**config.mk**
```make
export PLATFORM = sky130hd
export DESIGN_NAME = wb_unit
export DESIGN_NICKNAME = d
export VERILOG_FILES = /design/src/rtl/wb_unit_pkg.sv /design/src/rtl/wb_load_align.sv /design/src/rtl/wb_unit.sv
export SDC_FILE = /design/constraint.sdc
export NUM_CORES = 1
export LEC_CHECK = 0
export CAP_MARGIN = 30
export CORE_AREA = 2 2 113 143
export DETAILED_ROUTE_END_ITERATION = 12
export DIE_AREA = 0 0 115 145
export PLACE_DENSITY = 0.8
export SLEW_MARGIN = 20
export SYNTH_ARGS = -nofsm -noshare
export SYNTH_HDL_FRONTEND = slang
export SYNTH_SLANG_ARGS = --single-unit
```
**constraint.sdc**
```tcl
create_clock -name clk -period 5.95 [get_ports clk]
set_input_delay 1.4875 -clock clk [delete_from_list [all_inputs] [get_ports clk]]
set_output_delay 1.4875 -clock clk [all_outputs]
set_load 0.01 [all_outputs]
```
**src/rtl/wb_unit_pkg.sv**
```systemverilog
// wb_unit_pkg: register file sizing, FIFO depth default and load funct3 encodings for the writeback unit
package wb_unit_pkg;
  localparam int REG_LEN = 32;
  localparam int REG_NUM = 32;
  localparam int WB_FIFO_DEPTH = 4;
  localparam logic [2:0] F3_LB  = 3'b000;
  localparam logic [2:0] F3_LH  = 3'b001;
  localparam logic [2:0] F3_LW  = 3'b010;
  localparam logic [2:0] F3_LBU = 3'b100;
  localparam logic [2:0] F3_LHU = 3'b101;
endpackage

```
**src/rtl/wb_load_align.sv**
```systemverilog
// wb_load_align: extracts and sign/zero-extends the loaded byte, halfword or word from the raw memory word
module wb_load_align
  import wb_unit_pkg::*;
(
  input  logic [REG_LEN-1:0] data,
  input  logic [2:0]         funct3,
  input  logic [1:0]         addr_lo,
  output logic [REG_LEN-1:0] q
);
  logic [7:0]  b;
  logic [15:0] h;
  assign b = data[addr_lo*8 +: 8];
  assign h = addr_lo[1] ? data[31:16] : data[15:0];
  // Unlisted encodings fall through to a full-word load
  always_comb begin
    q = funct3 == F3_LB  ? {{(REG_LEN-8){b[7]}}, b} :
        funct3 == F3_LH  ? {{(REG_LEN-16){h[15]}}, h} :
        funct3 == F3_LBU ? {{(REG_LEN-8){1'b0}}, b} :
        funct3 == F3_LHU ? {{(REG_LEN-16){1'b0}}, h} :
        data;
  end
endmodule

```
**src/rtl/wb_unit.sv**
```systemverilog
// wb_unit: writeback FIFO merging ALU and load results onto the register file write port; WB_FORWARD_EN adds FIFO forwarding ports
module wb_unit
  import wb_unit_pkg::*;
#(
  parameter int ADDR_LEN   = 5,
  parameter int FIFO_DEPTH = WB_FIFO_DEPTH
) (
  input  logic                            clk,
  input  logic                            rst,
  input  logic                            alu_valid,
  output logic                            alu_ready,
  input  logic [ADDR_LEN-1:0]             alu_rd,
  input  logic [REG_LEN-1:0]              alu_d,
  input  logic                            ld_valid,
  output logic                            ld_ready,
  input  logic [ADDR_LEN-1:0]             ld_rd,
  input  logic [REG_LEN-1:0]              ld_data,
  input  logic [2:0]                      ld_funct3,
  input  logic [1:0]                      ld_addr_lo,
`ifdef WB_FORWARD_EN
  input  logic [ADDR_LEN-1:0]             fwd_rs1,
  input  logic [ADDR_LEN-1:0]             fwd_rs2,
  output logic                            fwd_rs1_hit,
  output logic [REG_LEN-1:0]              fwd_rs1_d,
  output logic                            fwd_rs2_hit,
  output logic [REG_LEN-1:0]              fwd_rs2_d,
`endif
  output logic [ADDR_LEN-1:0]             rd,
  output logic [REG_LEN-1:0]              rd_d,
  output logic                            reg_wr,
  output logic [$clog2(FIFO_DEPTH):0]     fifo_count
);
  localparam int PW = $clog2(FIFO_DEPTH);
  localparam int CW = PW + 1;
  logic [ADDR_LEN-1:0] mem_rd [FIFO_DEPTH];
  logic [REG_LEN-1:0]  mem_d  [FIFO_DEPTH];
  logic [PW-1:0]       wptr, rptr, alu_slot;
  logic [CW-1:0]       count;
  logic [REG_LEN-1:0]  ld_q;
  logic                ld_push, alu_push, pop;
  wb_load_align u_align (
    .data    (ld_data),
    .funct3  (ld_funct3),
    .addr_lo (ld_addr_lo),
    .q       (ld_q)
  );
  // A load needs two free slots so that a same-cycle ALU result always fits behind it
  assign alu_ready  = !rst && count < CW'(FIFO_DEPTH);
  assign ld_ready   = !rst && count < CW'(FIFO_DEPTH - 1);
  assign ld_push    = ld_valid && ld_ready && ld_rd != '0;
  assign alu_push   = alu_valid && alu_ready && alu_rd != '0;
  assign pop        = count != '0;
  assign alu_slot   = wptr + PW'(ld_push);
  assign rd         = mem_rd[rptr];
  assign rd_d       = mem_d[rptr];
  assign reg_wr     = !rst && pop;
  assign fifo_count = count;
  // Load is enqueued ahead of the ALU result because it belongs to the older instruction
  always_ff @(posedge clk) begin
    if (rst) begin
      wptr  <= '0;
      rptr  <= '0;
      count <= '0;
      for (int i = 0; i < FIFO_DEPTH; i++) begin
        mem_rd[i] <= '0;
        mem_d[i]  <= '0;
      end
    end else begin
      if (ld_push) begin
        mem_rd[wptr] <= ld_rd;
        mem_d[wptr]  <= ld_q;
      end
      if (alu_push) begin
        mem_rd[alu_slot] <= alu_rd;
        mem_d[alu_slot]  <= alu_d;
      end
      wptr  <= wptr + PW'(ld_push) + PW'(alu_push);
      rptr  <= rptr + PW'(pop);
      count <= count + CW'(ld_push) + CW'(alu_push) - CW'(pop);
    end
  end
`ifdef WB_FORWARD_EN
  // Scan oldest to youngest so the youngest matching entry wins
  always_comb begin
    fwd_rs1_hit = 1'b0;
    fwd_rs1_d   = '0;
    fwd_rs2_hit = 1'b0;
    fwd_rs2_d   = '0;
    for (int i = 0; i < FIFO_DEPTH; i++) begin
      if (CW'(i) < count && fwd_rs1 != '0 && mem_rd[rptr + PW'(i)] == fwd_rs1) begin
        fwd_rs1_hit = 1'b1;
        fwd_rs1_d   = mem_d[rptr + PW'(i)];
      end
      if (CW'(i) < count && fwd_rs2 != '0 && mem_rd[rptr + PW'(i)] == fwd_rs2) begin
        fwd_rs2_hit = 1'b1;
        fwd_rs2_d   = mem_d[rptr + PW'(i)];
      end
    end
  end
`endif
endmodule

```
==> impl_metrics.ini <==
[pwr]
worst_case_vdd_ir_drop_mv = 0.3976
power.net_switching_mw = 1.200
intPower_mw = 2.737
power.density_nw_per_um2 = 383.2
share_seq_of_total_power = 0.387
p_leak_nw = 3.510
report.power.total_mw = 3.937
netSwitchingFraction = 0.3047
combinationalPowerShare = 0.343
power.clock.fraction = 0.270

[grt]
grt_max_degree = 48
grt_overflow_total = 0
total_routing_resource_utilization_after_global_routing = 0.2995
antenna_found_initial = 0
global_route_wire_length_before_repair_um = 37700
via_count_of_the_first_global_routing_pass = 6887

[drt]
viasPerCell = 6.618
totalWireLength_um = 24190
final_antenna_net_count = 0
wl_per_cell_um = 24.14
initialDrtViolationCount = 837
drc = 0
via_count_of_the_routed_design = 6631
drt_pre_antenna_iters = 6

[critical_path]
worstPathArrival_ns = 4.95
critical_path.max_stage_delay_ns = 0.59
crit_path_top_delay_cell = sky130_fd_sc_hd__or4_4
worstPathRequired_ns = 6.10
worstSetupEndpointType = register
worstPathMaxFanout = 17
crit_family = simple AND/OR/NAND/NOR gates
timing_worst_setup_path_type = primary input to register
cp.buffers_inverters = 3
critPathLaunchType = primary input
worst_path_cell_trace = clkdlybuf4s50_1, or4_4, o211ai_4, inv_2, ha_1, xor2_1, and3_2, buf_4, nand2b_4, o21ai_1

[synthesis]
synth-edff-count = 148
avgSynthCellArea_sq_um = 11.94
synthArstFlopShare = 0
synth_top_flop_cell = sky130_fd_sc_hd__edfxtp_1
synth_area_leader_cell = sky130_fd_sc_hd__edfxtp_1
synth_sequential_area_ratio = 0.5531
ys_top_cells_by_area = sky130_fd_sc_hd__edfxtp_1, sky130_fd_sc_hd__mux4_2, sky130_fd_sc_hd__nand2_1
syn_area_sq_um = 8289
yosys_warnings = 0
yosys_register_bits = 155
synthDistinctLibCells = 51
post-synth-top-area-fraction = 0.5362
syn_inst = 694
syn_nets = 784

[timing]
post-route-period-util = 0.8055
finalSetupViolCount = 0
timing_hold_violations_final = 0
layout_min_cycle_time_ns = 4.793
worst_pin_slew_ns = 0.9730
rsz0062_at_grt = no
finalSetupTns_ns = 0
achievable-frequency_mhz = 208.6
finalClockSkew_ns = 0.008492
timing_max_transition_violations_final = 0
relSlewSlack = 0.3497
timing.hold.ws_ns = 0.7090

[clocking]
htree_levels = 4
path_clk_slew_ns = 0.06
post_cts_setup_repair_buffer_count = 0
post_cts_resize_count = 0
clock_sinks = 155
cts_buffers = 17
cts-root-buf = sky130_fd_sc_hd__clkbuf_16
clkLatencyLatePin_ns = 0.42
maximum_buffer_depth_of_the_clock_tree = 2
tritoncts_clock_tree = yes
hold_bufs_at_cts = 0

[die]
rows = 51
die-width_um = 115
area_of_the_core_region_sq_um = 15310
ios = 126
initial_cell_density_of_the_core = 0.5413
die_y_um = 145
dieArea_sq_um = 16680

[place]
buffer_ports.inserted = 125
dpl.cell_count = 969
globalplace.congestion = 0.9649
place.detailed.hpwl_um = 16350

[final_layout]
most_common_cell_after_layout_fill_and_taps_aside = sky130_fd_sc_hd__edfxtp_1
fill_cells = 1066
post_route_cells_drive_above_1_share = 0.1371
flow.area_growth_from_synthesis_pct = 23.94
final-instance-count-excl-fill = 1002
finalNetCount = 894
antenna_cells = 0
final_cell_mix = sky130_fd_sc_hd__edfxtp_1, sky130_fd_sc_hd__nand2_1, sky130_fd_sc_hd__clkdlybuf4s50_1

[job]
maxCapViolCount = 0

[worst_hold_path]
hp-class = register to register

[status]
outcome = finished clean
==> sequential cells by signal, indices dropped and copies added, names as in the netlist <==
register,flops
rptr,2
fifo_count,3
mem_rd,20
wptr,2
mem_d,128
==> per-layer routing <==
layer	track usage	routed length, um	share of wire
met4	0.1289	824	0.034
met3	0.06892	2720	0.11
met2	0.5006	12340	0.51
met1	0.3699	8306	0.34
met5	0	0	0
==> stage by stage <==
| stage | setup slack, ns | utilization | instance area [sq um] |
|---|---|---|---|
| global route | 0.9298 | 0.6708 | 10270 |
| finish | 1.157 | 0.6708 | 10270 |
| global placement | 0.9733 | 0.6315 | 9671 |
| floorplan | 1.135 | - | 8289 |
| detailed placement | 0.8180 | 0.6324 | 9686 |
| CTS | 1.256 | 0.6699 | 10260 |
==> synthesized netlist by cell type (2+ instances only) <==
master	count
sky130_fd_sc_hd__inv_1	10
sky130_fd_sc_hd__nor2_1	18
sky130_fd_sc_hd__a22oi_1	2
sky130_fd_sc_hd__buf_6	4
sky130_fd_sc_hd__o21ai_2	10
sky130_fd_sc_hd__a32o_1	9
sky130_fd_sc_hd__mux4_2	38
sky130_fd_sc_hd__nor2b_1	15
sky130_fd_sc_hd__nand2_1	138
sky130_fd_sc_hd__a2111oi_1	2
sky130_fd_sc_hd__ha_1	5
sky130_fd_sc_hd__fa_1	2
sky130_fd_sc_hd__buf_2	27
sky130_fd_sc_hd__edfxtp_1	148
sky130_fd_sc_hd__a31oi_1	2
sky130_fd_sc_hd__dfxtp_1	7
sky130_fd_sc_hd__or3_1	4
sky130_fd_sc_hd__nor4_1	3
sky130_fd_sc_hd__buf_1	5
sky130_fd_sc_hd__a21oi_1	36
sky130_fd_sc_hd__nand3_1	4
sky130_fd_sc_hd__and3_1	2
sky130_fd_sc_hd__a221oi_1	4
sky130_fd_sc_hd__xnor2_1	4
sky130_fd_sc_hd__o31ai_1	33
sky130_fd_sc_hd__nor3_1	2
sky130_fd_sc_hd__o22ai_1	5
sky130_fd_sc_hd__clkbuf_2	2
sky130_fd_sc_hd__a22o_1	18
sky130_fd_sc_hd__clkbuf_1	17
sky130_fd_sc_hd__mux2i_1	11
sky130_fd_sc_hd__nor3b_1	2
sky130_fd_sc_hd__nand2b_1	6
sky130_fd_sc_hd__o21ai_1	38
sky130_fd_sc_hd__o21ai_0	45
==> final timing paths <==
check	startpoint	to	slack, ns	depth (start not counted)
setup / recovery	ld_rd[0]	mem_d[3][16]	1.16	10
hold / removal	fifo_count[1]	fifo_count[2]	0.71	3
setup reg to reg	fifo_count[2]	mem_d[3][16]	2.35	11
hold reg to reg	fifo_count[1]	fifo_count[2]	0.71	3
==> cell families after synthesis <==
family | Yosys count | share of synthesized area
simple gates | 199 | 0.1045
xor+xnor | 5 | 0.005283
fa+ha+maj | 7 | 0.01238
flops | 155 | 0.5531
buf+inv | 67 | 0.03879
mux | 49 | 0.1165
compound gates | 212 | 0.1695
==> worst min-delay path, delay by kind of cell (launching register included) <==
family	cells	cell delay [ns]
XOR/XNOR	1	0.07
adder cells (fa/ha/maj)	1	0.16
flip-flops	1	0.37
AND/OR/NAND/NOR	1	0.08
==> area by class of cell <==
cell class	count	area, sq um	area share
well taps	185	231.5	0.02253
repair buffers	147	1444	0.1405
multi-input cells	472	3398	0.3308
inverters	11	41.29	0.004019
clock buffers	18	429.2	0.04177
clock inverters	14	143.9	0.01401
flip-flops and latches	155	4586	0.4464
==> power groups by stage <==
stage	registers (mW)	logic (mW)	clock network (mW)
after global routing	1.54	1.43	1.11
after floorplan	1.48	0.777	0
after global placement	1.55	1.29	0
after detailed placement	1.55	1.34	0
final	1.52	1.35	1.06
after CTS	1.53	1.35	1.06
(Power assumes the default switching activity.)
